### src/rtl/pipe_scoreboard_pkg.sv
// Shared types and constants for the register scoreboard.
// Optional bypass readiness is selected by PIPE_SCOREBOARD_BYPASS_EN.
package pipe_scoreboard_pkg;

  localparam int unsigned SB_NREG    = 32;
  localparam int unsigned SB_MAX_LAT = 4;
  localparam int unsigned SB_NSRC    = 2;

  localparam int unsigned SB_ADDR_W = $clog2(SB_NREG);
  localparam int unsigned SB_LAT_W  = $clog2(SB_MAX_LAT + 1);
  localparam int unsigned SB_SLOT_W = (SB_MAX_LAT > 1) ? $clog2(SB_MAX_LAT) : 1;

  typedef logic [SB_ADDR_W-1:0] RegAddr;
  typedef logic [SB_LAT_W-1:0]  SbLat;

  // Largest cnt value at which a consumer may still issue.
`ifdef PIPE_SCOREBOARD_BYPASS_EN
  localparam SbLat SB_RDY = SbLat'(1);
`else
  localparam SbLat SB_RDY = SbLat'(0);
`endif

  // Clamp a requested latency into the tracked range 1..SB_MAX_LAT.
  function automatic SbLat sb_norm_lat(input SbLat lat);
    if (lat == '0) begin
      return SbLat'(1);
    end
    if (lat > SbLat'(SB_MAX_LAT)) begin
      return SbLat'(SB_MAX_LAT);
    end
    return lat;
  endfunction

endpackage

### src/rtl/pipe_scoreboard_if.sv
// Decode-side issue bus of the scoreboard: issue request, sources, stall and forward hints.
interface pipe_scoreboard_if;
  import pipe_scoreboard_pkg::*;

  logic                       issue_valid;
  logic                       issue_kill;
  logic                       issue_we;
  RegAddr                     issue_dst;
  SbLat                       issue_lat;
  logic   [SB_NSRC-1:0]       src_valid;
  RegAddr [SB_NSRC-1:0]       src_addr;
  logic                       stall;
  logic   [SB_NSRC-1:0]       fwd_hit;

  modport master (
    output issue_valid, issue_kill, issue_we, issue_dst, issue_lat,
    output src_valid, src_addr,
    input  stall, fwd_hit
  );

  modport slave (
    input  issue_valid, issue_kill, issue_we, issue_dst, issue_lat,
    input  src_valid, src_addr,
    output stall, fwd_hit
  );

endinterface

### src/rtl/pipe_scoreboard_wb_ring.sv
// Write-back port occupancy ring: bit 0 is the write-back on the next edge.
// Queries look at the ring as it will stand after this edge's shift.
module sb_wb_ring
  import pipe_scoreboard_pkg::*;
(
  input  logic clk,
  input  logic rst,
  input  logic claim,
  input  SbLat lat,
  output logic slot_busy_c
);

  logic [SB_MAX_LAT-1:0] ring;
  logic [SB_MAX_LAT-1:0] shifted;
  logic [SB_MAX_LAT-1:0] ring_nxt;
  logic [SB_SLOT_W-1:0]  slot;

  assign shifted     = ring >> 1;
  assign slot        = SB_SLOT_W'(lat - SbLat'(1));
  assign slot_busy_c = shifted[slot];

  // Shift toward the port and mark the claimed slot.
  always_comb begin
    ring_nxt = shifted;
    for (int unsigned i = 0; i < SB_MAX_LAT; i++) begin
      if (claim && (slot == SB_SLOT_W'(i))) begin
        ring_nxt[i] = 1'b1;
      end
    end
  end

  always_ff @(posedge clk or negedge rst) begin
    if (!rst) begin
      ring <= '0;
    end else begin
      ring <= ring_nxt;
    end
  end

endmodule

### src/rtl/pipe_scoreboard.sv
// Variable-latency register scoreboard: RAW/WAW/write-port hazards and forward hints.
// Define PIPE_SCOREBOARD_BYPASS_EN to let consumers issue one cycle before write-back.
module pipe_scoreboard
  import pipe_scoreboard_pkg::*;
(
  input  logic                clk,
  input  logic                rst,
  pipe_scoreboard_if.slave    sb,
  output logic [SB_NREG-1:0]  pending
);

  SbLat               cnt [SB_NREG];
  SbLat               lat_n;
  logic               raw_c;
  logic               waw_c;
  logic               wb_busy_c;
  logic               stall_c;
  logic               acc_c;
  logic [SB_NSRC-1:0] fwd_c;

  assign lat_n = sb_norm_lat(sb.issue_lat);

  sb_wb_ring u_wb_ring (
    .clk         (clk),
    .rst         (rst),
    .claim       (acc_c),
    .lat         (lat_n),
    .slot_busy_c (wb_busy_c)
  );

  // Hazards are judged against pre-issue state only.
  always_comb begin
    raw_c = 1'b0;
    for (int unsigned n = 0; n < SB_NSRC; n++) begin
      if (sb.src_valid[n] && (sb.src_addr[n] != '0) && (cnt[sb.src_addr[n]] > SB_RDY)) begin
        raw_c = 1'b1;
      end
    end
    waw_c   = sb.issue_we && (cnt[sb.issue_dst] > lat_n);
    stall_c = sb.issue_valid && !sb.issue_kill &&
              (raw_c || waw_c || (sb.issue_we && wb_busy_c));
    acc_c   = sb.issue_valid && !sb.issue_kill && !stall_c &&
              sb.issue_we && (sb.issue_dst != '0);
  end

  always_comb begin
    fwd_c = '0;
`ifdef PIPE_SCOREBOARD_BYPASS_EN
    for (int unsigned n = 0; n < SB_NSRC; n++) begin
      fwd_c[n] = sb.src_valid[n] && (sb.src_addr[n] != '0) &&
                 (cnt[sb.src_addr[n]] == SbLat'(1)) && !stall_c;
    end
`endif
  end

  assign sb.stall   = stall_c;
  assign sb.fwd_hit = fwd_c;

  always_comb begin
    pending = '0;
    for (int unsigned r = 0; r < SB_NREG; r++) begin
      pending[r] = (cnt[r] != '0);
    end
  end

  // A fresh write to a register replaces its countdown; r0 is never accepted.
  always_ff @(posedge clk or negedge rst) begin
    if (!rst) begin
      for (int unsigned r = 0; r < SB_NREG; r++) begin
        cnt[r] <= '0;
      end
    end else begin
      for (int unsigned r = 0; r < SB_NREG; r++) begin
        if (acc_c && (sb.issue_dst == RegAddr'(r))) begin
          cnt[r] <= lat_n;
        end else if (cnt[r] != '0) begin
          cnt[r] <= cnt[r] - SbLat'(1);
        end
      end
    end
  end

  a_no_port_clash: assert property (@(posedge clk) disable iff (!rst) acc_c |-> !wb_busy_c);
  a_no_waw_reorder: assert property (@(posedge clk) disable iff (!rst) acc_c |-> (cnt[sb.issue_dst] <= lat_n));

endmodule

### src/flat_wrapper.sv
// flat-port wrapper written by rule: the top's interface ports become plain ports
module pipe_scoreboard_flat import pipe_scoreboard_pkg::*;
  (clk, rst, pending, sb_issue_valid, sb_issue_kill, sb_issue_we, sb_issue_dst, sb_issue_lat, sb_src_valid, sb_src_addr, sb_stall, sb_fwd_hit);
  pipe_scoreboard_if sb_i ();
  input  logic clk;
  input  logic rst;
  output logic [SB_NREG-1:0] pending;
  input wire logic [$bits(sb_i.issue_valid)-1:0] sb_issue_valid;
  input wire logic [$bits(sb_i.issue_kill)-1:0] sb_issue_kill;
  input wire logic [$bits(sb_i.issue_we)-1:0] sb_issue_we;
  input wire logic [$bits(sb_i.issue_dst)-1:0] sb_issue_dst;
  input wire logic [$bits(sb_i.issue_lat)-1:0] sb_issue_lat;
  input wire logic [$bits(sb_i.src_valid)-1:0] sb_src_valid;
  input wire logic [$bits(sb_i.src_addr)-1:0] sb_src_addr;
  output wire logic [$bits(sb_i.stall)-1:0] sb_stall;
  output wire logic [$bits(sb_i.fwd_hit)-1:0] sb_fwd_hit;
  assign sb_i.issue_valid = sb_issue_valid;
  assign sb_i.issue_kill = sb_issue_kill;
  assign sb_i.issue_we = sb_issue_we;
  assign sb_i.issue_dst = sb_issue_dst;
  assign sb_i.issue_lat = sb_issue_lat;
  assign sb_i.src_valid = sb_src_valid;
  assign sb_i.src_addr = sb_src_addr;
  assign sb_stall = sb_i.stall;
  assign sb_fwd_hit = sb_i.fwd_hit;
  pipe_scoreboard u_core (.clk(clk), .rst(rst), .sb(sb_i), .pending(pending));
endmodule
### config.mk
export PLATFORM = sky130hd
export DESIGN_NAME = pipe_scoreboard_flat
export DESIGN_NICKNAME = d
export VERILOG_FILES = /design/src/rtl/pipe_scoreboard_pkg.sv /design/src/rtl/pipe_scoreboard_if.sv /design/src/rtl/pipe_scoreboard_wb_ring.sv /design/src/rtl/pipe_scoreboard.sv /design/src/flat_wrapper.sv
export SDC_FILE = /design/constraint.sdc
export NUM_CORES = 1
export LEC_CHECK = 0
export ABC_CLOCK_PERIOD_IN_PS = 4000
export CORE_ASPECT_RATIO = 1.4
export CORE_UTILIZATION = 56
export CTS_BUF_LIST = sky130_fd_sc_hd__clkbuf_4 sky130_fd_sc_hd__clkbuf_8
export DETAILED_ROUTE_END_ITERATION = 10
export GPL_ROUTABILITY_DRIVEN = 1
export PLACE_DENSITY_LB_ADDON = 0.1
export SYNTH_ARGS = -nofsm -noshare
export SYNTH_HDL_FRONTEND = slang
export SYNTH_SLANG_ARGS = --single-unit
### constraint.sdc
create_clock -name clk -period 4 [get_ports clk]
set_input_delay 0.4 -clock clk [delete_from_list [all_inputs] [get_ports clk]]
set_output_delay 0.4 -clock clk [all_outputs]
set_load 0.01 [all_outputs]
==> metrics.md <==
| Metric | Value |
|---|---|
| Status | `completed` |
| Starting DRT DRC Count | `621` |
| ANT cells | `0` |
| Row cnt | `53` |
| Post-synth top area cell | `dfrtp_1` |
| TritonCTS clock tree | `done` |
| Final period util | `97.9%` |
| Detail Placement HPWL | `19.2 mm` |
| Placed Instances | `1104` |
| Largest net degree at the start of global routing | `53` |
| Root buf cell | `clkbuf_8` |
| Slew Viols, Final | `0` |
| Sequential element share of the synthesized area | `28.5%` |
| Drt first pass iters | `5` |
| Fin Hold WS | `105 ps` |
| Worst path required time | `3600 ps` |
| Crit Path Class | `in -> out` |
| Die footprint | `0.0160 mm²` |
| Port bufs | `57` |
| CTS Buffer Depth | `2` |
| Remaining DRCs | `0` |
| Top_reg_cell synth | `dfrtp_1` |
| CP max FO | `11` |
| LEAKAGE | `0.00484 µW` |
| Sink Count | `99` |
| H-tree depth | `3` |
| Clock Pin Slew Worst Setup and Hold Paths | `100 ps` |
| Most frequent cells in the layout | `124 x mux2i_1, 95 x dfrtp_1, 77 x buf_4` |
| Flops & latches, synth | `99` |
| Cts hold-fix bufs | `0` |
| Via/cell ratio | `6.41` |
| Synth top area cells | `dfrtp_1 29%, mux2i_1 14%, ha_1 10%` |
| Path type of the worst min-delay path | `in -> async` |
| Syn Area/Cell | `10.6 µm²` |
| Layout Nets | `1019` |
| Final hold violations | `0` |
| Worst EP arrival | `3520 ps` |
| Worst VDD drop | `0.442 mV` |
| Post-Syn Instances | `821` |
| Post-synth EDFFs | `0` |
| Die Ht | `149 µm` |
| Unrepaired setup endpoints after global routing | `no` |
| GRT Util Overall | `34.3%` |
| Final ANT Viol Nets | `0` |
| Worst Tran Pin Value | `724 ps` |
| Vias in the first global route | `7701` |
| Global-route wire length before repair | `40.9 mm` |
| TritonCTS buffer count | `9` |
| Post-route setup slack | `82.8 ps` |
| Via count | `7177` |
| Rel. slew slack | `51.7%` |
| Share of layout cells above drive strength 1 | `19.7%` |
| Final WL | `25.9 mm` |
| Synth top area share | `28.5%` |
| Initial antenna violation count | `0` |
| Dpl ws | `-444 ps` |
| Post-Syn Area | `0.00868 mm²` |
| Die Wd | `107 µm` |
| Number of distinct library cells after synthesis | `61` |
| Setup_tns | `0 ps` |
| Pwr/cell area | `714 mW/mm²` |
| Startpoint types | `input port` |
| Initial core utilization | `57.7%` |
| Max-cap violation count | `0` |
| FMAX | `255 MHz` |
| Syn. warnings | `0` |
| Total congestion overflow | `0` |
| Skew-Pair Late Insertion Delay | `390 ps` |
| FFs w/ async S/R, synth | `100%` |
| Commonest non-fill, non-tap cell in the layout | `mux2i_1` |
| Final Non-Filler Cells | `1120` |
| Gpl congestion | `0.959` |
| Max Clock Skew | `10.6 ps` |
| Area growth, synth to finish | `16.2%` |
| # IOs | `60` |
| Fillers | `1175` |
| CP Capture Type | `output port` |
| CORE AREA | `0.0151 mm²` |
| Tmin final | `3920 ps` |
| Final setup vio count | `0` |
| Average routed wire per standard cell | `23.1 µm` |
## power by group
part / internal, µW / switching (µW)
Combinational: 2100 / 2190
Sequential: 1530 / 674
Clock: 334 / 369
## synthesized netlist by cell type (all sizes together) (3+ instances only)
cell type / number
mux2i: 124
dfrtp: 99
mux4: 37
nor3b: 3
nor2b: 3
buf: 27
nand2b: 38
o211ai: 4
a21oi: 9
mux2: 3
or3b: 3
a31oi: 5
nor4: 18
o31ai: 4
nand3b: 3
xnor2: 32
nor3: 59
o21ai: 36
or2: 4
nor2: 41
ha: 70
inv: 74
nand4b: 3
a211oi: 11
nand2: 36
nand4: 28
clkbuf: 18
a311oi: 3
## stage by stage
step	area, µm²	power, µW	utilization (%)
2_1_floorplan	8690	4810	-
3_5_place_dp	9830	6400	65.3
4_1_cts	10100	7150	66.9
5_1_grt	10100	7720	67.0
6_report	10100	7200	67.0
3_3_place_gp	9830	6120	65.3
## registers in the layout (all words and copies together), names as in the netlist
signal and count:
u_core.cnt 96, u_core.u_wb_ring.ring 3
## critical path, cell delays in order
cell           delay, ps
dlygate4sd2_1        320
bufbuf_16            320
buf_4                130
mux4_2               290
mux4_2               470
mux2_2               280
ha_1                 310
o21ai_1               90
a32oi_1               90
buf_4                160
o31ai_4              250
and2_4               190
a21boi_1              60
buf_2                150
## kinds of logic (layout without fill, tap and decap cells)
| group | after synthesis | after routing | synth area share [%] |
|---|---|---|---|
| mux | 164 | 164 | 24.3 |
| buf+inv | 119 | 225 | 6.60 |
| simple gates | 248 | 248 | 20.5 |
| compound gates | 88 | 88 | 6.73 |
| other cells | 1 | 2 | 0.0432 |
| xor+xnor | 32 | 32 | 3.23 |
| fa+ha+maj | 70 | 70 | 10.1 |
| flops | 99 | 99 | 28.5 |
## layout make-up
class                      count  area (µm²)  area share, %
inverter                      74         278           2.76
timing repair buffer         136        1210           12.1
clock inverter                 2        35.0          0.348
multi-input combinational    604        5660           56.2
sequential                    99        2480           24.6
clock buffer                  13         166           1.65
tap                          192         240           2.38
## timing repair
item                       4_1_cts  5_1_grt
pin swaps                        1        1
setup endpoints to repair        1        1
resized for setup               11        3
setup buffers                    0        0
gates cloned                     1        0
## path summary, 6_finish.rpt
check	depth (start not counted)	endpoint	start	slack, ps
worst max-delay path	14	sb_stall	sb_issue_dst[1]	80
worst min-delay path	2	u_core.cnt[46]	rst	110
worst max register to register	13	u_core.cnt[30]	u_core.cnt[13]	200
worst min register to register	1	u_core.u_wb_ring.ring[1]	u_core.u_wb_ring.ring[2]	490
max in group asynchronous	2	u_core.cnt[79]	rst	3360
min in group clk	1	u_core.u_wb_ring.ring[1]	u_core.u_wb_ring.ring[2]	490
## routing by layer
layer  wire, µm  vias up  track usage [%]
met2      13200      337             60.5
met4       1940        0             24.7
met5          0        -                0
li1           -     3180                -
met1       9360     3526             36.6
met3       1340      134             5.77
No activity file was read; power rests on OpenSTA's default activity.
